[config.mk]
export PLATFORM = sky130hd
export DESIGN_NAME = gcd_driver
export DESIGN_NICKNAME = d
export VERILOG_FILES = /design/src/rtl/gcd_pkg.sv /design/src/rtl/gcd_lfsr.sv /design/src/rtl/gcd_driver.sv
export SDC_FILE = /design/constraint.sdc
export NUM_CORES = 1
export LEC_CHECK = 0
export CORE_MARGIN = 2
export CORE_UTILIZATION = 35
export CTS_CLUSTER_DIAMETER = 150
export DETAILED_ROUTE_END_ITERATION = 8
export RECOVER_POWER = 25
export SYNTH_ARGS = -nofsm -noshare
export SYNTH_HDL_FRONTEND = slang
export SYNTH_SLANG_ARGS = --single-unit
[constraint.sdc]
create_clock -name clk -period 3.2 [get_ports clk]
set_clock_uncertainty 0.05 [all_clocks]
set_input_delay 0.64 -clock clk [delete_from_list [all_inputs] [get_ports clk]]
set_output_delay 0.64 -clock clk [all_outputs]
set_load 0.01 [all_outputs]
[src/rtl/gcd_pkg.sv]
// Shared types and constants for the GCD operand driver.
// Optional latency tracking in gcd_driver is enabled by GCD_DRV_LATENCY_EN.
package gcd_pkg;

    typedef enum logic [1:0] {
        IDLE,
        RUN,
        DRAIN,
        DONE
    } state_t;

    localparam logic [15:0] LFSR_TAPS    = 16'hB400;
    localparam logic [15:0] DEFAULT_SEED = 16'hACE1;
    localparam int unsigned DEFAULT_W    = 8;

    // One step of the right-shifting Galois LFSR.
    function automatic logic [15:0] lfsr_step(input logic [15:0] v);
        return (v >> 1) ^ (v[0] ? LFSR_TAPS : 16'h0000);
    endfunction

endpackage

[src/rtl/gcd_lfsr.sv]
// 16-bit Galois LFSR with seed load and step enable.
// When load and en coincide, the register takes the step after the seed.
module gcd_lfsr
    import gcd_pkg::*;
#(
    parameter logic [15:0] SEED = DEFAULT_SEED
) (
    input  logic        clk,
    input  logic        reset,
    input  logic        load,
    input  logic        en,
    output logic [15:0] value
);

    always_ff @(posedge clk) begin
        if (reset) begin
            value <= SEED;
        end else if (load) begin
            value <= en ? lfsr_step(SEED) : SEED;
        end else if (en) begin
            value <= lfsr_step(value);
        end
    end

endmodule

[src/rtl/gcd_driver.sv]
// Credit-limited operand initiator for the GCD ld/rdy interface with result accounting.
// Define GCD_DRV_LATENCY_EN to build the inter-result gap tracker behind maxgap.
module gcd_driver
    import gcd_pkg::*;
#(
    parameter int unsigned W      = DEFAULT_W,
    parameter int unsigned NOPS   = 100,
    parameter int unsigned MAXOUT = 2,
    parameter logic [15:0] SEED   = DEFAULT_SEED
) (
    input  logic         clk,
    input  logic         reset,
    input  logic         start,
    output logic [W-1:0] a,
    output logic [W-1:0] b,
    output logic         ld,
    input  logic [W-1:0] q,
    input  logic         rdy,
    output logic         busy,
    output logic         done,
    output logic [15:0]  nres,
    output logic [15:0]  sum,
    output logic         err,
    output logic [15:0]  maxgap
);

    localparam int unsigned IW = $clog2(NOPS + 1);
    localparam int unsigned CW = $clog2(MAXOUT + 2);

    state_t        state, state_next;
    logic [IW-1:0] issued;
    logic [CW-1:0] cnt, cnt_next;
    logic [15:0]   lfsr, cur;
    logic [W-1:0]  field_a, field_b;
    logic          accept, has_out, counted, stray, ld_next;

    gcd_lfsr #(.SEED(SEED)) u_lfsr (
        .clk   (clk),
        .reset (reset),
        .load  (accept),
        .en    (ld_next),
        .value (lfsr)
    );

    // The accepting edge issues straight from the seed, so the first ld follows start directly.
    always_comb begin
        accept   = (state == IDLE || state == DONE) && start;
        has_out  = (cnt != '0) || ld;
        counted  = rdy && has_out;
        stray    = rdy && !has_out;
        cnt_next = accept ? '0 : cnt + CW'(ld) - CW'(counted);
        ld_next  = accept ||
                   (state == RUN && issued < IW'(NOPS) && cnt_next < CW'(MAXOUT));
        cur      = accept ? SEED : lfsr;
        field_a  = cur[W-1:0];
        field_b  = cur[15:16-W];
        if (field_a == '0) field_a = W'(1);
        if (field_b == '0) field_b = W'(1);
    end

    always_comb begin
        state_next = state;
        case (state)
            IDLE, DONE: if (start) state_next = RUN;
            RUN:        if (issued == IW'(NOPS)) state_next = DRAIN;
            DRAIN:      if (nres == 16'(NOPS)) state_next = DONE;
            default:    state_next = IDLE;
        endcase
    end

    always_ff @(posedge clk) begin
        if (reset) begin
            state  <= IDLE;
            issued <= '0;
            cnt    <= '0;
            ld     <= 1'b0;
            a      <= '0;
            b      <= '0;
            busy   <= 1'b0;
            done   <= 1'b0;
            nres   <= '0;
            sum    <= '0;
            err    <= 1'b0;
        end else begin
            state <= state_next;
            cnt   <= cnt_next;
            ld    <= ld_next;
            busy  <= (state_next == RUN) || (state_next == DRAIN);
            done  <= (state_next == DONE);
            if (stray) err <= 1'b1;
            if (accept) begin
                issued <= IW'(ld_next);
            end else if (ld_next) begin
                issued <= issued + IW'(1);
            end
            if (ld_next) begin
                a <= field_a;
                b <= field_b;
            end
            if (accept) begin
                nres <= '0;
                sum  <= '0;
            end else if (counted) begin
                nres <= nres + 16'd1;
                sum  <= sum + 16'(q);
            end
        end
    end

`ifdef GCD_DRV_LATENCY_EN
    logic [15:0] gap, gap_inc;

    always_comb begin
        gap_inc = (gap == '1) ? gap : gap + 16'd1;
    end

    always_ff @(posedge clk) begin
        if (reset) begin
            gap    <= '0;
            maxgap <= '0;
        end else if (accept) begin
            gap    <= '0;
            maxgap <= '0;
        end else if (state == RUN || state == DRAIN) begin
            if (counted) begin
                gap <= '0;
                if (gap_inc > maxgap) maxgap <= gap_inc;
            end else begin
                gap <= gap_inc;
            end
        end
    end
`else
    assign maxgap = '0;
`endif

endmodule

## After elaboration in Yosys (flattened, before gate mapping)

Cells that the tools add are included.

- Register bits: 79
- Bits in latches: 0
- RAM bits: 0
- ROM bits: 0
- Input bits: 12
- Output and inout bits: 68
- Word-level logic and storage cells: 60
- Memories: 0

- Add/subtract/negate cells: 5
- $mul: 0
- Div/mod/pow operators: 0
- Order comparisons: 2
- Equal/unequal tests: 8
- Shift operators: 0
- Mux-type cells: 14
- Bitwise operators: 1
- Reductions and logical operators: 17

Operator list:

| cell | count |
|---|---|
| two-way mux 16 bit | 4 |
| adder 16 x 1 -> 16 bit (second input constant) | 1 |
| adder 16 x 8 -> 16 bit | 1 |
| == test 16 x 7 -> 1 bit (second input constant) | 1 |
| logical NOT 8 bit | 2 |
| two-way mux 8 bit | 2 |
| XOR 15 x 16 -> 16 bit | 1 |
| two-way mux 15 bit | 1 |
| == test 2 bit (second input constant) | 4 |
| two-way mux 2 bit | 4 |
| adder 7 x 1 -> 7 bit (second input constant) | 1 |
| == test 7 bit (second input constant) | 1 |
| < comparator 7 bit (second input constant) | 1 |
| one-hot mux 2 bit (3 select lines) | 1 |
| logical AND 1 bit | 5 |
| == test 2 x 1 -> 1 bit (second input constant) | 2 |
| logical OR 1 bit | 4 |
| nonzero test 2 bit | 2 |
| OR reduction 2 bit | 2 |
| adder 2 x 1 -> 2 bit | 1 |
| logical NOT 2 bit | 1 |
| < comparator 2 bit (second input constant) | 1 |
| two-way mux 1 bit | 2 |
| subtractor 2 x 1 -> 2 bit | 1 |
| logical NOT 1 bit | 1 |

## Depth between registers and ports, before layout

Gate-level depths: netlist of the first run.

- Depth after elaboration: 10
- Mapped depth: 12
- Gate-level depth less buffers: 10

## Cells and area by module

A second synthesis of the first run with hierarchy kept.

- Cells, all modules: 446
- Area, all modules: 3857.4 µm²

Modules (own cells, without submodules):

| module | times used | cells an instance | area an instance (µm²) | seq. area each (µm²) |
|---|---|---|---|---|
| gcd_driver | 1 | 378 | 3199.3 | 1261.2 |
| gcd_lfsr | 1 | 68 | 658.1 | 320.3 |

## Worst setup path before layout of the first run

No wires, ideal clock.

- Path kind: input-to-reg
- Start point: in rdy
- End point: reg u_lfsr.value[10]
- Setup time: 0.120 ns
- Arrival: 2.712 ns
- Required time: 3.030 ns
- Setup slack: 0.318 ns
- Stages on the path: 11
- Path buffers: 3
- Cell sequence: o31ai_2 clkinv_1 clkbuf_1 ha_1 inv_1 ha_1 xor3_1 o31a_1 buf_6 buf_6 a211o_1

- Word-level cells in the longest chain between the ends: 8
- Elaborated cells on any way between the ends: 9
- Those cells by class: add/sub (1); order compare (1); mux (3); reduce/logical (4)

Ends and longest elaborated chain:

| item | RTL line | text |
|---|---|---|
| start, declared | gcd_driver.sv:18 | `input logic rdy,` |
| logical AND 1 bit * | gcd_driver.sv:49 | `counted = rdy && has_out;` |
| via counted | gcd_driver.sv:35 | `logic accept, has_out, counted, stray, ld_next;` |
| subtractor 2 x 1 -> 2 bit * | gcd_driver.sv:51 | `cnt_next = accept ? '0 : cnt + CW'(ld) - CW'(counted);` |
| two-way mux 2 bit * | gcd_driver.sv:51 |  |
| < comparator 2 bit * | gcd_driver.sv:53 | `(state == RUN && issued < IW'(NOPS) && cnt_next < CW'(MAXOUT));` |
| logical AND 1 bit * | gcd_driver.sv:53 |  |
| logical OR 1 bit * | gcd_driver.sv:52 | `ld_next = accept \|\|` |
| two-way mux 15 bit | gcd_lfsr.sv:19 | `value <= en ? lfsr_step(SEED) : SEED;` |
| two-way mux 16 bit | gcd_lfsr.sv:18 | `end else if (load) begin` |
| end signal, assigned | gcd_lfsr.sv:19 |  |
| end signal, assigned | gcd_lfsr.sv:21 | `value <= lfsr_step(value);` |
| end, declared | gcd_lfsr.sv:12 | `output logic [15:0] value` |

The timed path passes the listed nets; every way through them passes the cells marked *.
A chain may end at the register's enable or synchronous reset.

## Worst setup path after layout of the first run

- Start point: in rdy
- End point: reg a[0]

- Word-level cells in the longest chain between the ends: 6

Ends and longest elaborated chain:

| item | RTL line | text |
|---|---|---|
| logical AND 1 bit | gcd_driver.sv:49 |  |
| subtractor 2 x 1 -> 2 bit | gcd_driver.sv:51 |  |
| two-way mux 2 bit | gcd_driver.sv:51 |  |
| < comparator 2 bit | gcd_driver.sv:53 |  |
| logical AND 1 bit | gcd_driver.sv:53 |  |
| logical OR 1 bit | gcd_driver.sv:52 |  |
| end signal, assigned | gcd_driver.sv:97 | `a <= field_a;` |
| end, declared | gcd_driver.sv:14 | `output logic [W-1:0] a,` |

Every way passes these cells.

==> results by group, run 1 <==
Outcome
  • Status: finished with violations
  • Violated checks: max-capacitance violations, max-slew violations

Job
  • Max-cap violations: 1

STA
  • RSZ-0062 raised after global routing: false
  • Final setup viols: 0
  • Final hold vios: 0
  • Setup TNS: 0 ns
  • Max Slew Vio Count: 37
  • Period Utilization, post-route: 88.6%
  • Fmax: 0.353 GHz
  • Relative slew slack: -2.98%
  • Setup ws final: 0.365 ns
  • Minimum clock period: 2.83 ns
  • Least-Margin Pin Slew: 1.54 ns

Clock tree
  • CTS tree: yes
  • Clock Sinks: 76
  • Hold Buf Count CTS: 0
  • Clock transition at path regs: 0.08 ns
  • Post-CTS resize count: 0
  • Longest Clk Path Bufs: 2
  • CTS Buf Count: 9
  • Root Driver: clkbuf_8
  • Post-CTS setup repair buffer count: 0
  • H-Tree Depth: 3
  • Clock latency on the worst-skew pair: 0.35 ns

Routing
  • DR DRC count: 0
  • 1st-pass router iterations: 4
  • Initial DRC count: 101
  • ANT nets after route: 0
  • Routed WL: 7840 µm
  • DR WL/cell: 12.6 µm
  • Post-DR vias/cell: 4.84
  • Via count: 3,017

Setup path
  • WS Path Type: input pin to flip-flop
  • CP peak stage delay: 0.49 ns
  • CP max FO: 7
  • CP max stage cell: a2111oi_0
  • Cell repeated most along the worst path: ha_1
  • Bufs and invs on worst path: 3
  • Crit-path cells: clkdlybuf4s50_1, o31ai_2, clkinv_1, ha_1, inv_1, ha_1, xor3_1, o31a_1, a2111oi_0, nor3_1
  • Startpoint Class: input pin
  • CP delay by family, top: compound AO/OA/AOI/OAI gates
  • Critical Path RT: 3.32 ns
  • Worst endpoint data arrival time: 2.95 ns
  • Crit. End Element: flip-flop

Finish
  • Share of layout cells above drive strength 1: 5.95%
  • Number of diodes: 0
  • Layout area overhead: 25.6%
  • Total Nets Final: 512
  • # fillers: 1,004
  • Register area: 1520 µm²
  • Final core occ: 44.8%
  • Final cell count without fillers: 623
  • Footprint of the multi-input gates: 1880 µm²

Synthesis
  • Top post-synthesis cells by area: dfxtp_1 42%, ha_1 5.9%, nor2_1 5.3%
  • Ys flop type: dfxtp_1
  • Sequential element share of the synthesized area: 41.9%
  • Post-synth ARST share: 0%
  • Synth area leader: dfxtp_1
  • Synth warn: 0
  • Synth Instances: 419
  • Yosys top cell area share: 41.9%
  • Post-synthesis cell area: 3630 µm²
  • Netlist cell types: 51
  • Syn avg cell area: 8.67 µm²
  • EDFF count, synth: 0
  • FF+latch count, synth: 76

Floorplanning
  • Die ar.: 11,200 µm²
  • Initial Util: 35.7%
  • Core Box Area: 10,200 µm²
  • Die width: 106 µm
  • Die H: 106 µm
  • Site Rows: 37
  • # IOs: 80

Place
  • Dpl cells: 607
  • Dpl ws: 0.00887 ns
  • GPL Wtd Cong: 0.769
  • Final HPWL DP: 5650 µm
  • PortBufs: 63

Global routing
  • Total GRT Usage: 14.6%
  • Grt total ovfl: 0
  • Initial antenna violation count: 0
  • First-pass GRT wire length: 13,400 µm
  • Pin count of the biggest net entering global routing: 37
  • Vias in the first global route: 2,909

Worst hold path
  • Hold Crit Class: flip-flop to flip-flop

Power
  • Lkg Pwr: 1.75 nW
  • IR Drop Worst-Case VDD: 348 µV
  • Power per Cell Area: 522 nW/µm²
area by class of cell:
class	instances	area share, %
clock buffers	10	2.80
repair buffers	74	15.5
flip-flops and latches	76	33.3
clock inverters	6	2.47
multi-input cells	308	41.1
inverters	13	1.07
well taps	136	3.73
worst paths after layout:
check	end	startpoint	cells after the start	slack, ns
worst min-delay path	a[4]	a[4]	2	0.41
worst min register to register	a[4]	a[4]	2	0.41
worst max-delay path	a[0]	rdy	10	0.37
worst max register to register	a[0]	ld	9	0.56
logic make-up after synthesis:
family	after synthesis	share of synthesized area (%)
compound gates	76	13.8
xor+xnor	30	7.65
fa+ha+maj	18	6.41
buf+inv	50	7.99
flops	76	41.9
other cells	1	0.103
simple gates	168	22.2
cells in the final DEF (no fill, tap or decap), types with 16 or more instances in the layout:
master | synthesis | routed
a21oi_1 | 30 | 30
clkdlybuf4s50_1 | 0 | 44
dlygate4sd3_1 | 0 | 19
nand2_1 | 37 | 37
conb_1 | 1 | 16
dfxtp_1 | 76 | 76
nor2_1 | 51 | 51
xor2_1 | 16 | 16
nor3_1 | 26 | 26
ha_1 | 17 | 17
metrics by stage:
step                hold slack (ns)  instance area (µm²)  power [mW]
floorplan                     0.395                 3690        1.39
global placement              0.407                 4340        1.53
detailed placement            0.400                 4340        1.54
CTS                           0.416                 4580        2.43
global route                  0.443                 4560        2.51
finish                        0.413                 4560        2.38
power breakdown:
group          internal (mW)  switching, mW
logic                  0.198          0.240
clock network          0.520          0.360
registers               1.01         0.0533
state kept, by name (all words and copies together), names as in the netlist:
signal,flops
a,6
b,7
busy,1
cnt,2
done,1
err,1
issued,7
ld,1
nres,16
state,2
sum,16
u_lfsr.value,16
cells in the mapped netlist, types with 3 or more instances:
| master | n |
|---|---|
| nor2_1 | 51 |
| o21bai_1 | 4 |
| inv_1 | 12 |
| buf_6 | 4 |
| ha_1 | 17 |
| nand3_1 | 13 |
| or3_1 | 5 |
| and4_1 | 5 |
| xnor2_1 | 13 |
| nand4_1 | 10 |
| buf_4 | 19 |
| o21ai_0 | 12 |
| dfxtp_1 | 76 |
| a21oi_1 | 30 |
| nand2_1 | 37 |
| nor2b_1 | 3 |
| clkbuf_1 | 11 |
| xor2_1 | 16 |
| and3_1 | 5 |
| and2_1 | 3 |
| nor3_1 | 26 |
| a21o_1 | 3 |
| nor4_1 | 3 |
| a211oi_1 | 5 |
worst min-delay path, stage by stage, from the launching register on:
cell and delay, ns:
dfxtp_1 0.31, nand2_1 0.05, a21oi_1 0.06
layer usage:
| metal | vias up | wire length, µm | GRT usage [%] |
|---|---|---|---|
| li1 | 1547 | - | - |
| met1 | 1407 | 3670 | 17.6 |
| met3 | 9 | 295 | 3.71 |
| met4 | 0 | 79 | 4.14 |
| met5 | - | 0 | 0 |
| met2 | 54 | 3800 | 25.5 |
(Power assumes the default switching activity.)
==> run 2, diff against run 1 <==
--- a/config.mk
+++ b/config.mk
@@ -5,6 +5,7 @@
 export SDC_FILE = /design/constraint.sdc
 export NUM_CORES = 1
 export LEC_CHECK = 0
+export ABC_CLOCK_PERIOD_IN_PS = 3200
 export CORE_MARGIN = 2
 export CORE_UTILIZATION = 35
 export CTS_CLUSTER_DIAMETER = 150
==> results of run 2 <==
Same layout as run 1: the final DEF is identical, and so are final timing and power.
